===== src/rtl/audio_rom_lut_if.sv =====
// Signal bundle between the wave generator and the audio ROM lookup block.
// The generator (master) drives the phase index and the note number; the ROM (slave) returns the sample and the note constants.
interface audio_rom_lut_if #(
    parameter int BITS = 6
);
    logic [9:0]      index;
    logic [4:0]      freq_id;
    logic [BITS-1:0] level;
    logic [15:0]     freq;
    logic [15:0]     period;

    modport master (
        output index,
        output freq_id,
        input  level,
        input  freq,
        input  period
    );

    modport slave (
        input  index,
        input  freq_id,
        output level,
        output freq,
        output period
    );
endinterface


===== src/rtl/audio_rom_lut.sv =====
// Registered sine and note-constant lookup for the audio synthesiser.
// The sine path uses a quarter-wave table mirrored on index[9:8]; the note path is a 32-entry constant table.
module audio_rom_lut #(
    parameter int BITS = 6
) (
    input  logic            clock,
    input  logic            reset,
    audio_rom_lut_if.slave  bus
);
    localparam int AMP = (1 << (BITS - 1)) - 1;
    localparam logic [BITS-1:0] MID_L = {1'b0, {(BITS-1){1'b1}}};

    // AMP*sin(pi/2*j/256) rounded to nearest, from a Q30 Taylor series at elaboration time
    function automatic logic [BITS-2:0] quarter_amp(input int j);
        longint x;
        longint x2;
        longint term;
        longint acc;
        longint prod;
        x    = (64'sd1686629713 * longint'(j)) >>> 8;
        x2   = (x * x) >>> 30;
        term = x;
        acc  = x;
        for (int n = 1; n <= 8; n++) begin
            term = -((term * x2) >>> 30) / longint'((32'sd2 * n) * (32'sd2 * n + 32'sd1));
            acc  = acc + term;
        end
        prod = (acc * longint'(AMP) + 64'sd536870912) >>> 30;
        return prod[BITS-2:0];
    endfunction

    logic [BITS-2:0] quarter_s [0:256];

    for (genvar j = 0; j < 257; j++) begin : g_quarter
        assign quarter_s[j] = quarter_amp(j);
    end

    logic [BITS-1:0] level_d;
    logic [BITS-1:0] level_q;
    logic [15:0]     freq_d;
    logic [15:0]     freq_q;
    logic [15:0]     period_d;
    logic [15:0]     period_q;
    logic [BITS-2:0] amp_s;
    logic [8:0]      mirror_s;

    // Sine path: fold the phase into the first quadrant, then offset up or down from MID
    always_comb begin
        amp_s    = '0;
        level_d  = MID_L;
        mirror_s = 9'd256 - {1'b0, bus.index[7:0]};
        case (bus.index[9:8])
            2'd0: begin
                amp_s   = quarter_s[bus.index[7:0]];
                level_d = MID_L + {1'b0, amp_s};
            end
            2'd1: begin
                amp_s   = quarter_s[mirror_s];
                level_d = MID_L + {1'b0, amp_s};
            end
            2'd2: begin
                amp_s   = quarter_s[bus.index[7:0]];
                level_d = MID_L - {1'b0, amp_s};
            end
            2'd3: begin
                amp_s   = quarter_s[mirror_s];
                level_d = MID_L - {1'b0, amp_s};
            end
            default: begin
                amp_s   = '0;
                level_d = MID_L;
            end
        endcase
    end

    // Note path: freq = R(270*2^((k-12)/12)), period = R(65536/freq)
    always_comb begin
        freq_d   = 16'd0;
        period_d = 16'd0;
        case (bus.freq_id)
            5'd0:  begin freq_d = 16'd135; period_d = 16'd485; end
            5'd1:  begin freq_d = 16'd143; period_d = 16'd458; end
            5'd2:  begin freq_d = 16'd152; period_d = 16'd431; end
            5'd3:  begin freq_d = 16'd161; period_d = 16'd407; end
            5'd4:  begin freq_d = 16'd170; period_d = 16'd386; end
            5'd5:  begin freq_d = 16'd180; period_d = 16'd364; end
            5'd6:  begin freq_d = 16'd191; period_d = 16'd343; end
            5'd7:  begin freq_d = 16'd202; period_d = 16'd324; end
            5'd8:  begin freq_d = 16'd214; period_d = 16'd306; end
            5'd9:  begin freq_d = 16'd227; period_d = 16'd289; end
            5'd10: begin freq_d = 16'd241; period_d = 16'd272; end
            5'd11: begin freq_d = 16'd255; period_d = 16'd257; end
            5'd12: begin freq_d = 16'd270; period_d = 16'd243; end
            5'd13: begin freq_d = 16'd286; period_d = 16'd229; end
            5'd14: begin freq_d = 16'd303; period_d = 16'd216; end
            5'd15: begin freq_d = 16'd321; period_d = 16'd204; end
            5'd16: begin freq_d = 16'd340; period_d = 16'd193; end
            5'd17: begin freq_d = 16'd360; period_d = 16'd182; end
            5'd18: begin freq_d = 16'd382; period_d = 16'd172; end
            5'd19: begin freq_d = 16'd405; period_d = 16'd162; end
            5'd20: begin freq_d = 16'd429; period_d = 16'd153; end
            5'd21: begin freq_d = 16'd454; period_d = 16'd144; end
            5'd22: begin freq_d = 16'd481; period_d = 16'd136; end
            5'd23: begin freq_d = 16'd510; period_d = 16'd129; end
            5'd24: begin freq_d = 16'd540; period_d = 16'd121; end
            5'd25: begin freq_d = 16'd572; period_d = 16'd115; end
            5'd26: begin freq_d = 16'd606; period_d = 16'd108; end
            5'd27: begin freq_d = 16'd642; period_d = 16'd102; end
            5'd28: begin freq_d = 16'd680; period_d = 16'd96;  end
            5'd29: begin freq_d = 16'd721; period_d = 16'd91;  end
            5'd30: begin freq_d = 16'd764; period_d = 16'd86;  end
            5'd31: begin freq_d = 16'd809; period_d = 16'd81;  end
            default: begin freq_d = 16'd0; period_d = 16'd0; end
        endcase
    end

    // Output registers; reset clears them without waiting for a clock edge
    always_ff @(posedge clock or posedge reset) begin
        if (reset) begin
            level_q  <= '0;
            freq_q   <= 16'd0;
            period_q <= 16'd0;
        end else begin
            level_q  <= level_d;
            freq_q   <= freq_d;
            period_q <= period_d;
        end
    end

    assign bus.level  = level_q;
    assign bus.freq   = freq_q;
    assign bus.period = period_q;
endmodule


===== src/flat_wrapper.sv =====
// flat-port wrapper written by rule: the top's interface ports become plain ports
module audio_rom_lut_flat 
#(
    parameter int BITS = 6
)
  (clock, reset, bus_index, bus_freq_id, bus_level, bus_freq, bus_period);
  audio_rom_lut_if #(.BITS(BITS)) bus_i ();
  input  logic clock;
  input  logic reset;
  input wire logic [$bits(bus_i.index)-1:0] bus_index;
  input wire logic [$bits(bus_i.freq_id)-1:0] bus_freq_id;
  output wire logic [$bits(bus_i.level)-1:0] bus_level;
  output wire logic [$bits(bus_i.freq)-1:0] bus_freq;
  output wire logic [$bits(bus_i.period)-1:0] bus_period;
  assign bus_i.index = bus_index;
  assign bus_i.freq_id = bus_freq_id;
  assign bus_level = bus_i.level;
  assign bus_freq = bus_i.freq;
  assign bus_period = bus_i.period;
  audio_rom_lut #(.BITS(BITS)) u_core (.clock(clock), .reset(reset), .bus(bus_i));
endmodule

===== config.mk =====
export PLATFORM = sky130hd
export DESIGN_NAME = audio_rom_lut_flat
export DESIGN_NICKNAME = d
export VERILOG_FILES = /design/src/rtl/audio_rom_lut_if.sv /design/src/rtl/audio_rom_lut.sv /design/src/flat_wrapper.sv
export SDC_FILE = /design/constraint.sdc
export NUM_CORES = 1
export LEC_CHECK = 0
export CELL_PAD_IN_SITES_DETAIL_PLACEMENT = 1
export CELL_PAD_IN_SITES_GLOBAL_PLACEMENT = 1
export CORE_UTILIZATION = 36
export DETAILED_ROUTE_END_ITERATION = 10
export PLACE_DENSITY_LB_ADDON = 0.15
export SLEW_MARGIN = 20
export SYNTH_ARGS = -nofsm -noshare
export SYNTH_HDL_FRONTEND = slang
export SYNTH_SLANG_ARGS = --single-unit

===== constraint.sdc =====
create_clock -name clock -period 0.8 [get_ports clock]
set_input_delay 0.16 -clock clock [delete_from_list [all_inputs] [get_ports clock]]
set_output_delay 0.16 -clock clock [all_outputs]
set_load 0.005 [all_outputs]

==> results.py, run 1 <==
metrics = {
    "timing": {
        "timing.slew.headroom_pct": 54.5,
        "slew_viol_final": 0,
        "period_share_pct": 365,
        "hold_viol": 0,
        "tns_ps": -19050,
        "fin_ws_ps": -2120,
        "setup_viol": 48,
        "grt_setup_unrepaired": "yes",
        "worst_slew_pin_slew_ps": 679,
        "final.min_clock_period_ps": 2920,
        "hold_slack_ps": 243,
        "fmax_mhz": 342,
    },
    "die": {
        "rows": 34,
        "initial_utilization_pct": 37.7,
        "die_h_um": 98.3,
        "dieArea_um2": 9670,
        "die_w_um": 98.3,
        "ioPinCount": 55,
        "core_area_um2": 8850,
    },
    "synthesis": {
        "synth_edf_count": 0,
        "yosys_warnings": 0,
        "avgSynthCellArea_um2": 7.17,
        "async_flop_share_pct": 100,
        "yosysSeqAreaShare_pct": 18.7,
        "netlist_instances": 466,
        "ys_seq_elements": 25,
        "synthFlopType": "dfrtp_1",
        "synth_cell_types": 68,
        "synth_area_um2": 3340,
    },
    "setup_path": {
        "crit_required_ps": 1000,
        "start_kind": "primary input",
        "path_class": "primary input to register",
        "crit_fanout": 15,
        "end_kind": "register",
        "critPathArrivalTime_ps": 3120,
    },
    "finish": {
        "final_cell_area_um2": 5990,
        "n_antenna_cell": 0,
        "mostFrequentLayoutCells": "149 x buf_4, 38 x buf_6, 34 x nand2_1",
        "layout.nets": 699,
        "area_delta_synth_final_pct": 79.4,
        "fin_cells": 772,
        "fill_cells": 1042,
        "layout_commonest_cell": "buf_4",
        "drive_gt1_share_pct": 55.6,
    },
    "grt": {
        "grt-ovfl-total": 0,
        "grt_pass1_vias": 4923,
        "grt_max_degree": 26,
        "grtUsageTotal_pct": 37.2,
        "grt_pass1_wl_um": 28000,
        "antenna_found_initial": 0,
    },
    "cts": {
        "clkSinkCount": 25,
        "cts_buffer_depth": 2,
        "cts_tree": "done",
        "htreeDepth": 1,
        "cts_buffers": 3,
        "cts_root_buffer": "clkbuf_8",
        "clk_pin_slew_ps": 120,
        "hold_buffers": 0,
    },
    "drt": {
        "routed_wl_um": 22300,
        "drcViolationCount": 1,
        "drtAntennaViolNets": 0,
        "route.detailed.wl_per_inst_um": 28.9,
        "first_pass_iters": 10,
        "viasPerCell": 6.90,
        "vias": 5326,
        "drt_iter0_drc": 585,
    },
    "power": {
        "peakVddDrop_v": 0.000755,
        "power.static_leakage_nw": 2.62,
        "p_per_area_nw_per_um2": 1060,
    },
    "place": {
        "pre_cts_ws_ps": -2610,
        "placed_cells": 721,
        "hpwlAfterDp_um": 10800,
        "io_buffers": 41,
        "place_area_um2": 5010,
        "place.gp.congestion": 0.949,
    },
    "min_path": {
        "min_path_type": "primary input to async pin",
    },
    "run": {
        "drv_cap": 0,
    },
    "outcome": {
        "status": "finished, violations left",
        "violations": "DRC, setup timing",
    },
}
per-layer routing:
metal	global-route usage (%)	wire length [um]	share of wire, %	vias up
met4	14.5	1500	6.7	0
met5	0	0	0	-
met2	62.8	10300	46	471
met3	5.94	2140	9.6	151
li1	-	-	-	2120
met1	47.4	8320	37	2584
flip-flops by register name (all words and copies together), names as in the netlist:
name / count
u_core.bus.freq: 10
u_core.bus.period: 9
u_core.bus.level: 6
final timing paths:
path	startpoint	to	slack (ps)	cells after the start
setup / recovery	bus_index[1]	u_core.bus.level[4]	-2120	17
hold / removal	reset	u_core.bus.freq[4]	240	3
max in group asynchronous	reset	u_core.bus.level[4]	380	3
min in group clock	bus_freq_id[4]	u_core.bus.period[5]	330	3
cell type report:
class | instances | area [um2] | area share (%)
Inverter | 20 | 105 | 1.75
Clock buffer | 3 | 41.3 | 0.689
Timing Repair Buffer | 233 | 1910 | 32.0
Multi-Input combinational cell | 382 | 3160 | 52.8
Sequential cell | 25 | 626 | 10.4
Tap cell | 108 | 135 | 2.26
Clock inverter | 1 | 7.51 | 0.125
cells in the mapped netlist (7+ instances only):
library cell / instances / share of area [%]
a211oi_1: 16 / 3.6
a21oi_1: 31 / 4.6
a31oi_1: 17 / 3.2
buf_2: 7 / 1.0
buf_4: 13 / 2.9
clkbuf_1: 27 / 3.0
dfrtp_1: 25 / 19
ha_1: 17 / 6.4
inv_1: 15 / 1.7
nand2_1: 52 / 5.8
nand3_1: 24 / 3.6
nor2_1: 25 / 2.8
nor3_1: 11 / 1.6
o211ai_1: 10 / 2.2
o21ai_0: 56 / 8.4
worst max-delay path, stage by stage:
cell and delay [ps]:
buf_6 90, buf_4 170, buf_6 170, nor3_4 200, buf_4 160, nand3_1 140
buf_4 200, nand2_4 90, buf_6 130, a211oi_1 80, o31a_1 380, a211oi_4 250
a21o_1 220, ha_4 180, inv_2 60, o31ai_4 270, xnor2_1 160
repair_timing:
item                       CTS  global route
resized for setup          240            82
setup endpoints to repair   50            48
gates cloned                 2             2
pin swaps                   53            39
buffers inserted            29            19
where the power goes:
part	internal [mW]	total (mW)	switching (mW)	leakage, nW
clock network	0.355	0.857	0.501	0.0217
logic	1.76	4.03	2.27	2.30
registers	1.41	1.46	0.0553	0.296
stage by stage:
step	total power, mW	util, %
final	6.35	67.7
after global routing	6.52	67.7
after CTS	5.45	62.7
after detailed placement	4.42	56.6
after global placement	4.30	56.6
after floorplan	3.07	-
cells by family after synthesis:
kind of cell | Yosys count | share of synthesized area, %
AO/OA/AOI/OAI | 185 | 37.3
multiplexers | 8 | 3.22
flip-flops | 25 | 18.7
XOR/XNOR | 5 | 1.31
buffers and inverters | 72 | 10.5
AND/OR/NAND/NOR | 153 | 22.4
other | 1 | 0.112
adder cells (fa/ha/maj) | 17 | 6.37
(Power assumes the default switching activity.)
==> inputs of run 2 (changes only) <==
ABC_AREA = 1   (was not set)
CORE_UTILIZATION = 33   (was 36)
HOLD_SLACK_MARGIN = 0.02   (was not set)
==> run 2 against run 1 <==
Against the previous run:
- the flow finishes with violations (setup timing)
- non-clock buffer count down 42
- core utilization down 7.5 points
- sequential power about the same
- largest power group unchanged
- critical path type unchanged
- first-iteration DRC count down 84%
- wire length down 36%
==> results.py, run 2 <==
metrics = {
    "place": {
        "place.gp.congestion": 0.900,
        "io_buffers": 41,
        "hpwlAfterDp_um": 9250,
    },
    "finish": {
        "n_antenna_cell": 0,
        "layout_commonest_cell": "buf_4",
        "largest_reg_flops": 10,
        "drive_gt1_share_pct": 50.6,
        "multi_input_comb_area_um2": 2630,
        "area_delta_synth_final_pct": 77.7,
        "regArea_um2": 626,
        "final_util_pct": 60.2,
        "mostFrequentLayoutCells": "124 x buf_4, 113 x nand2_1, 42 x nand3_1",
        "layout.nets": 695,
        "fill_cells": 1104,
    },
    "synthesis": {
        "synth_commonest_cells": "140 x nand2_1, 55 x nand3_1, 47 x inv_1, 47 x o21ai_0, 34 x nor2_1",
        "synth_cell_types": 46,
        "synthFlopType": "dfrtp_1",
        "synth_most_common_cell": "nand2_1",
        "synth.largest_area_cell": "dfrtp_1",
        "yosys_warnings": 0,
        "async_flop_share_pct": 100,
        "avgSynthCellArea_um2": 6.18,
        "synth_area_um2": 2940,
        "synth_edf_count": 0,
        "yosysSeqAreaShare_pct": 21.3,
        "ys_seq_elements": 25,
        "synth_top_area_share_pct": 21.3,
        "netlist_instances": 476,
        "netlist_top_cells_area": "dfrtp_1 21%, nand2_1 18%, nand3_1 9.4%",
    },
    "die": {
        "die_h_um": 96.4,
        "core_area_um2": 8680,
        "die_w_um": 96.4,
        "dieArea_um2": 9300,
        "rows": 34,
        "ioPinCount": 55,
        "initial_utilization_pct": 33.9,
    },
    "setup_path": {
        "cpMostUsedCell": "nand2_1",
        "cp-endpoint": "u_core.bus.level[3]",
        "start_kind": "primary input",
        "cpMaxStageDelayCell": "xor2_4",
        "critPathArrivalTime_ps": 2330,
        "critPathLaunch": "bus_index[1]",
        "crit_fanout": 4,
        "slowest_delay_ps": 250,
        "crit_chain": "buf_8 > clkinvlp_4 > buf_4 > buf_4 > buf_4 > nand3_4 > nor2_4 > xor2_4 > nor2_2 > nand2_1 > nand2_1 > nand2_2 > nand4_1 > nand2_2 > buf_4 > nand4_1 > nand2_1 > nand2_1 > nand2_1",
        "end_kind": "register",
        "crit_required_ps": 1020,
        "path_class": "primary input to register",
    },
    "grt": {
        "antenna_found_initial": 0,
        "grt_pass1_wl_um": 20900,
        "grt_pass1_vias": 4305,
        "grt-ovfl-total": 0,
        "grtUsageTotal_pct": 28.9,
        "grt_max_degree": 26,
    },
    "cts": {
        "cts_buffer_depth": 2,
        "htreeDepth": 1,
        "clk_pin_slew_ps": 100,
        "cts_buffers": 3,
        "cts_root_buffer": "clkbuf_8",
        "cts_tree": "done",
        "clkSinkCount": 25,
    },
    "power": {
        "power.net_switching_mw": 2.22,
        "p_per_area_nw_per_um2": 1030,
        "sw_frac_of_total_pct": 41.2,
        "p_comb_share_pct": 58.0,
        "p_clk_share_pct": 15.3,
        "p_int_mw": 3.17,
        "pwr-share-seq_pct": 26.7,
        "power.static_leakage_nw": 2.57,
        "peakVddDrop_v": 0.000606,
    },
    "timing": {
        "slew_viol_final": 0,
        "period_share_pct": 264,
        "setup_viol": 47,
        "grt_setup_unrepaired": "yes",
        "hold_viol": 0,
        "final.min_clock_period_ps": 2110,
        "fin_ws_ps": -1310,
        "tns_ps": -13670,
        "fmax_mhz": 474,
    },
    "drt": {
        "drcViolationCount": 0,
        "vias": 4142,
        "drtAntennaViolNets": 0,
        "viasPerCell": 5.39,
        "drt_iter0_drc": 95,
        "routed_wl_um": 14300,
        "route.detailed.wl_per_inst_um": 18.6,
        "first_pass_iters": 4,
    },
    "min_path": {
        "min_path_type": "primary input to async pin",
    },
    "run": {
        "drv_cap": 0,
    },
    "outcome": {
        "violations": "setup timing",
        "status": "finished, violations left",
    },
}
-- run 2: logic make-up (layout without fill, tap and decap cells) --
logic type                 count (synthesis)  count (layout)  share of synthesized area (%)
and+or+nand+nor                          260             263                           39.5
AOI/OAI and AO/OA                         91              91                           18.3
buffers and inverters                     79             248                           12.1
DFF                                       25              25                           21.3
adders and majority gates                 17              17                           7.23
xor gates and xnor gates                   3               3                           1.53
other                                      1              13                          0.127
-- run 2: worst min path at each step --
stage                                to  cells past startpoint
floorplan            u_core.bus.freq[0]                      1
global placement    u_core.bus.level[5]                      3
detailed placement  u_core.bus.level[5]                      3
CTS                 u_core.bus.level[5]                      3
global route        u_core.bus.level[0]                      3
finish              u_core.bus.level[0]                      3
-- run 2: layout make-up --
class / count / share of cell area [%]
multi-input cells: 387 / 50.4
repair buffers: 191 / 29.6
flip-flops and latches: 25 / 12.0
inverters: 53 / 4.55
well taps: 108 / 2.59
clock buffers: 3 / 0.790
clock inverters: 1 / 0.168
-- run 2: power by group through the flow --
stage | logic [mW] | clock network [mW] | registers, mW
2_1_floorplan | 1.30 | 0 | 1.48
3_3_place_gp | 2.46 | 0 | 1.47
3_5_place_dp | 2.53 | 0 | 1.47
4_1_cts | 2.78 | 0.825 | 1.44
5_1_grt | 3.36 | 0.849 | 1.46
6_report | 3.12 | 0.827 | 1.44
-- run 2: metrics by stage --
stage | std cells | worst slack, ps | power [mW] | hold WS (ps) | cell area, um2
after detailed placement | 724 | -2020 | 4.00 | 527 | 4430
after floorplan | 488 | -1270 | 2.79 | 187 | 3200
after global placement | 724 | -1920 | 3.93 | 511 | 4430
final | 768 | -1310 | 5.39 | 206 | 5230
after CTS | 755 | -1190 | 5.05 | 222 | 4960
after global routing | 768 | -1420 | 5.67 | 249 | 5230
-- run 2: routing by layer --
layer,vias up,share of wire [%],track usage (%)
li1,1927,-,-
met1,2010,37,31.4
met2,137,54,54.8
met3,68,3.3,2.58
met4,0,5.7,15.9
met5,-,0,0
-- run 2: critical path: cells and delay by family --
family                    cells  cell delay, ps
xor gates and xnor gates      1             250
buffers and inverters         6             650
and+or+nand+nor              12            1250
-- run 2: timing repair --
action | in CTS | in global routing
hold buffers | 0 | 0
endpoints found under the setup margin | 50 | 48
setup buffers | 27 | 15
gates cloned | 1 | 2
pin swaps | 52 | 56
resized for setup | 249 | 64
